<file path="src/rtl/roberto_uc.sv">
// roberto_uc: once-per-second measure-and-report sequencer for three HC-SR04 sensors and a serial tx.
// Define ROBERTO_UC_WATCHDOG_EN to enable the AGUARDA watchdog and the sticky erro flags.
module roberto_uc #(
  parameter int unsigned TIMEOUT_CYCLES = 2_500_000,
  parameter int unsigned TMO_W          = 22
) (
  input  logic       clock,
  input  logic       reset,
  input  logic       ligar,
  input  logic       pronto_seg,
  input  logic       pronto_medida1,
  input  logic       pronto_medida2,
  input  logic       pronto_medida3,
  input  logic       pronto_serial,
  output logic       zera_sensor,
  output logic       zera_serial,
  output logic       zera_seg,
  output logic       cont_seg,
  output logic       medir,
  output logic       partida_tx,
  output logic [1:0] sel_sensor,
  output logic [1:0] sel_char,
  output logic [2:0] erro,
  output logic       fim_ciclo,
  output logic [3:0] db_estado
);

  typedef enum logic [3:0] {
    INICIAL    = 4'd0,
    PREPARA    = 4'd1,
    ESPERA_SEG = 4'd2,
    MEDE       = 4'd3,
    AGUARDA    = 4'd4,
    TRANSMITE  = 4'd5,
    ESPERA_TX  = 4'd6,
    PROXIMO    = 4'd7,
    FIM        = 4'd8
  } state_e;

  if (TIMEOUT_CYCLES < 2 || (TIMEOUT_CYCLES >> TMO_W) != 0) begin : g_param_chk
    $error("roberto_uc: TIMEOUT_CYCLES must be >= 2 and fit in TMO_W bits");
  end

  state_e     state_q, state_d;
  logic [1:0] sel_sensor_q, sel_sensor_d;
  logic [1:0] sel_char_q, sel_char_d;
  logic [2:0] done_q, done_d;
  logic [2:0] done_all_c;
  logic       wd_expired_c;

  // This cycle's pulses count as done, so a late pulse still beats the watchdog.
  assign done_all_c = done_q | {pronto_medida3, pronto_medida2, pronto_medida1};

  always_ff @(posedge clock) begin
    if (!reset) begin
      state_q      <= INICIAL;
      sel_sensor_q <= 2'd0;
      sel_char_q   <= 2'd3;
      done_q       <= 3'b000;
    end else begin
      state_q      <= state_d;
      sel_sensor_q <= sel_sensor_d;
      sel_char_q   <= sel_char_d;
      done_q       <= done_d;
    end
  end

  always_comb begin
    state_d      = state_q;
    sel_sensor_d = sel_sensor_q;
    sel_char_d   = sel_char_q;
    done_d       = done_q;
    case (state_q)
      INICIAL: if (ligar) state_d = PREPARA;
      PREPARA: begin
        done_d       = 3'b000;
        sel_sensor_d = 2'd0;
        sel_char_d   = 2'd3;
        state_d      = ESPERA_SEG;
      end
      ESPERA_SEG: begin
        if (!ligar)          state_d = INICIAL;
        else if (pronto_seg) state_d = MEDE;
      end
      MEDE: begin
        done_d  = 3'b000;
        state_d = AGUARDA;
      end
      AGUARDA: begin
        done_d = done_all_c;
        if (&done_all_c || wd_expired_c) state_d = TRANSMITE;
      end
      TRANSMITE: state_d = ESPERA_TX;
      ESPERA_TX: if (pronto_serial) state_d = PROXIMO;
      // Walk chars 3..0 within a sensor, then advance the sensor.
      PROXIMO: begin
        if (sel_char_q != 2'd0) begin
          sel_char_d = sel_char_q - 2'd1;
          state_d    = TRANSMITE;
        end else if (sel_sensor_q < 2'd2) begin
          sel_sensor_d = sel_sensor_q + 2'd1;
          sel_char_d   = 2'd3;
          state_d      = TRANSMITE;
        end else begin
          sel_sensor_d = 2'd0;
          sel_char_d   = 2'd3;
          state_d      = FIM;
        end
      end
      FIM:     state_d = ESPERA_SEG;
      default: state_d = INICIAL;
    endcase
  end

`ifdef ROBERTO_UC_WATCHDOG_EN
  logic [TMO_W-1:0] wd_q, wd_d;
  logic [2:0]       erro_q, erro_d;

  assign wd_expired_c = (wd_q == TMO_W'(TIMEOUT_CYCLES - 1));

  always_ff @(posedge clock) begin
    if (!reset) begin
      wd_q   <= '0;
      erro_q <= 3'b000;
    end else begin
      wd_q   <= wd_d;
      erro_q <= erro_d;
    end
  end

  // Sensors still missing when the window closes are flagged until the next PREPARA.
  always_comb begin
    wd_d   = wd_q;
    erro_d = erro_q;
    case (state_q)
      PREPARA: erro_d = 3'b000;
      MEDE:    wd_d   = '0;
      AGUARDA: begin
        wd_d = wd_q + TMO_W'(1);
        if (wd_expired_c && !(&done_all_c)) erro_d = erro_q | ~done_all_c;
      end
      default: ;
    endcase
  end

  assign erro = erro_q;
`else
  assign wd_expired_c = 1'b0;
  assign erro         = 3'b000;
`endif

  assign zera_sensor = (state_q == PREPARA);
  assign zera_serial = (state_q == PREPARA);
  assign zera_seg    = (state_q == PREPARA);
  assign cont_seg    = (state_q == ESPERA_SEG);
  assign medir       = (state_q == MEDE);
  assign partida_tx  = (state_q == TRANSMITE);
  assign fim_ciclo   = (state_q == FIM);
  assign sel_sensor  = sel_sensor_q;
  assign sel_char    = sel_char_q;
  assign db_estado   = state_q;

endmodule
</file>
<file path="config.mk">
export PLATFORM = sky130hd
export DESIGN_NAME = roberto_uc
export DESIGN_NICKNAME = d
export VERILOG_FILES = /design/src/rtl/roberto_uc.sv
export SDC_FILE = /design/constraint.sdc
export NUM_CORES = 1
export LEC_CHECK = 0
export ABC_AREA = 1
export CORE_MARGIN = 5
export CORE_UTILIZATION = 40
export CTS_CLUSTER_DIAMETER = 80
export DETAILED_ROUTE_END_ITERATION = 16
export MAX_ROUTING_LAYER = met4
export PLACE_DENSITY = 0.73
export SLEW_MARGIN = 40
export SYNTH_ARGS = -nofsm -noshare
export SYNTH_HDL_FRONTEND = slang
export SYNTH_SLANG_ARGS = --single-unit
</file>
<file path="constraint.sdc">
create_clock -name clock -period 1.2 [get_ports clock]
set_input_delay 0.12 -clock clock [delete_from_list [all_inputs] [get_ports clock]]
set_output_delay 0.12 -clock clock [all_outputs]
set_load 0.005 [all_outputs]
</file>
Word level (Yosys, flattened, before mapping)

Cells that the tools add are included.

Flip-flop bits (word level): 11
Output and inout port bits: 18
Input port bits: 8
Logic and storage cells: 44

$add $sub $neg: 2
Eq/ne operators: 13
Muxes and demuxes: 14
Bitwise logic cells: 1
$lt $le $gt $ge: 1
Reductions and logical operators: 9

Operators with widths:

| operator            | count |
|---|---|
| $pmux 4 s8          | 1 |
| $mux 4              | 7 |
| $eq 4x3->1 const B  | 4 |
| $eq 4x2->1 const B  | 2 |
| $ne 2x2->1 const B  | 4 |
| $pmux 2 s2          | 2 |
| $mux 2              | 3 |
| $pmux 3 s2          | 1 |
| $reduce_bool 2->1   | 3 |
| $eq 4x1->1 const B  | 1 |
| $eq 4x4->1 const B  | 1 |
| $logic_not 4->1     | 1 |
| $reduce_and 4->1    | 1 |
| $reduce_or 2->1     | 2 |
| $ne 3x3->1 const B  | 1 |
| $or 3x3->3          | 1 |
| $reduce_and 3->1    | 1 |
| $add 2x1->2 const B | 1 |
| $lt 2x2->1 const B  | 1 |
| $reduce_and 2->1    | 1 |
| $sub 2x1->2 const B | 1 |

Longest topological paths before layout

Word-level depth: 4
Mapped depth: 8

Worst setup path after synthesis

No wires, ideal clock.

Path kind: flip-flop to flip-flop
From: register state_q[2], in the netlist db_estado[2]
To: register sel_sensor_q[0], in the netlist sel_sensor[0]
Path buffers: 0
Arrival time: 965 ps
Path slack: 122 ps
Cell stages (with the launch flop): 8
Path through: dfxtp_1 > nand2_2 > nor2_4 > nand2_1 > nand2_1 > nand2_1 > nand2_1 > nor2_1

Cells in the longest elaborated chain, start to end: 3
Elaborated cells between the ends (all ways): 6

RTL lines:

| what                                                                    | line | source |
|---|---|---|
| start, declared                                                         | 44   | `state_e state_q, state_d;` |
| start signal, assigned                                                  | 61   | `state_q <= state_d;` |
| $eq 4x3->1 / $eq 4x1->1 (equally long branches)                         | 73   | `case (state_q)` |
| $ne 2x2->1 (no source line) / $reduce_bool 2->1 (equally long branches) | --   |  |
| $reduce_and 2->1 (no source line)                                       | --   |  |
| end signal, assigned                                                    | 62   | `sel_sensor_q <= sel_sensor_d;` |
| end, declared                                                           | 45   | `logic [1:0] sel_sensor_q, sel_sensor_d;` |

Several ways; a longest one is shown, not always the timed one.
A chain may end at the register's enable or synchronous reset.

Final worst setup path

From: register state_q[1], in the netlist db_estado[1]
To: output port medir

Cells in the longest elaborated chain, start to end: 1

RTL lines:

| what          | line | source |
|---|---|---|
| $eq 4x2->1    | 156  | `assign medir = (state_q == MEDE);` |
| end, declared | 19   | `output logic medir,` |

No other way between the ends.

==> results.toml <==
[status]
status = "finished with violations"
violations = "setup timing"

[sta]
hold_violations = 0
clock.fmax_mhz = 788.5
rsz0062_at_grt = "yes"
setup_slack_ps = -68.24
maxSlewViolCount = 0
fin_crit_ps = 1268
skew_ps = 0.3767
finalCritPeriodShare_pct = 105.7
setup_viol = 11
whs_ps = 500.7

[worst_setup_path]
worstPathArrival_ps = 1150
endpoint_kind = "primary output"
crit_fanout = 3
start_kind = "register"
r2r-end = "sel_char[0]"
reg2regPathDepth = 7
crit_top_cell = "inv_1"
crit_type = "register to primary output"
r2r_setup_slack_ps = -50
reg2reg_from = "db_estado[1]"
cp_slowest_stage_delay_ps = 370
critPathSlowestCell = "dfxtp_4"
cp.required_ps = 1080
worstPathCellList = "buf_6, nand2_4, inv_1, nand2_2, inv_1, buf_2"

[routing]
drc = 0
ant_nets = 0
drt_pass1_iterations = 5
drt_iter0_drc = 12
routedWlPerCell_um = 12.19
dr_total_vias = 880
routed_wl_um = 2341
vias_per_cell = 4.583

[floorplanning]
io_pins = 26
dieHeight_um = 52
core_um2 = 1708
dieArea_um2 = 2704
die_x_um = 52
start_util_pct = 41.32
num_rows = 15

[clock_tree]
clockBufferDepth = 2
cts_tree = "built"
cts_root_buf = "clkbuf_4"
htree_num_levels = 1
numCtsBuffers = 3
clock-sinks = 11
insertion_delay_ps = 270
clk_pin_slew_ps = 70

[hold_path]
holdPathStages = 2
worstHoldEndpoint = "sel_sensor[0]"
hp-class = "register to register"
worstHoldStart = "sel_sensor[0]"

[grt]
grt-ovfl-total = 0
antenna_found_initial = 0
grt_pass1_wl_um = 3650
grtUsageTotal_pct = 18.80
grt_max_degree = 8
grt_pass1_vias = 877

[run]
cap_viol_max_count = 0

[cells_and_area]
register_area_um2 = 235.2
areaGrowthSynthToFinish_pct = 76.77
drive_above_1_share_pct = 44.31
layout_common_cells = "inv_1 (19), nand2_1 (19), buf_4 (19), nor2_1 (14)"
insertedDiodeCount = 0
fin_nets = 177
n_fill_cell = 127
multiInputGateArea_um2 = 452.9

[power]
power_mw = 1.972
max-vdd-ir-drop_v = 0.0009508
powerDensity_nw_per_um2 = 1581
p_leak_nw = 0.6893

[synthesis]
ys_seq_elements = 11
ys_seq_area_share_pct = 31.21
synth_area_um2 = 705.7
syn_inst = 118
ys_types = 15
avgSynthCellArea_um2 = 5.980
synth_warnings = 0

[placement]
place.gp.congestion = 0.8309
place_hpwl_um = 1425
io_buffers = 22
[where the power goes]
| group | switching [mW] | internal, mW | total (mW) |
|---|---|---|---|
| sequential | 0.0833 | 0.452 | 0.535 |
| combinational | 0.592 | 0.579 | 1.17 |
| clock | 0.137 | 0.129 | 0.266 |
[through the flow]
step,util (%),area [um2],instances,setup WS (ps),setup TNS [ps]
2_1_floorplan,-,713.2,120,121.9,0
3_3_place_gp,62.20,1062,180,-147.4,-1097
3_5_place_dp,62.20,1062,180,-186.3,-1395
4_1_cts,69.08,1180,192,-80.16,-189.5
5_1_grt,73.04,1247,192,-143.0,-1412
6_report,73.04,1247,192,-68.24,-335.8
[logic make-up (layout without fill, tap and decap cells)]
group / count (synthesis) / count (layout) / share of synthesized area (%)
simple gates: 67 / 67 / 42.20
buf+inv: 30 / 77 / 18.62
flops: 11 / 11 / 31.21
compound gates: 8 / 8 / 5.674
fa+ha+maj: 1 / 1 / 1.773
other cells: 1 / 3 / 0.5314
[worst max-delay path: cells and delay by family, from the launching register on]
family,cells,cell delay (ps)
simple gates,2,130
flops,1,370
buf+inv,4,380
[metal layers]
layer	global-route usage (%)	up-vias	wire [um]
li1	-	439	-
met1	19.76	394	906
met2	32.43	33	1251
met3	4.871	14	122
met4	9.170	0	61
met5	-	-	0
[sequential cells by signal, summed over array words and instances (netlist names)]
register    count
db_estado       4
done_q          3
sel_sensor      2
sel_char        2
[how the worst max path moves through the flow]
stage / endpoint / slack, ps / startpoint
CTS: fim_ciclo / -80 / db_estado[2]
global placement: zera_seg / -150 / db_estado[0]
global route: medir / -140 / db_estado[1]
finish: medir / -70 / db_estado[1]
floorplan: sel_sensor[0] / 120 / db_estado[2]
detailed placement: zera_seg / -190 / db_estado[0]
[cell type report]
| class | instances | area share (%) |
|---|---|---|
| Clock buffer | 4 | 2.106 |
| Timing Repair Buffer | 48 | 32.30 |
| Tap cell | 25 | 2.508 |
| Multi-Input combinational cell | 79 | 36.31 |
| Sequential cell | 11 | 18.86 |
| Inverter | 25 | 7.924 |
[what timing repair did]
action / CTS / global route
endpoints found under the hold margin: 0 / 0
setup endpoints to repair: 21 / 17
buffers inserted: 9 / 1
gates resized for setup: 64 / 26
pin swaps: 10 / 13
hold buffers: 0 / 0
[Yosys cell counts]
cell	count	area, um2
or2_2	4	25.02
nand3b_1	1	7.510
nor3_1	1	5.000
dfxtp_1	11	220.2
nand3_1	9	45.04
a21oi_1	4	20.02
buf_4	5	37.54
nor2_1	19	71.32
ha_1	1	12.51
o21ai_0	4	20.02
nor2_4	2	22.52
inv_1	25	93.84
conb_1	1	3.750
nand2_2	2	12.51
nand2_1	29	108.9
(Power assumes the default switching activity.)
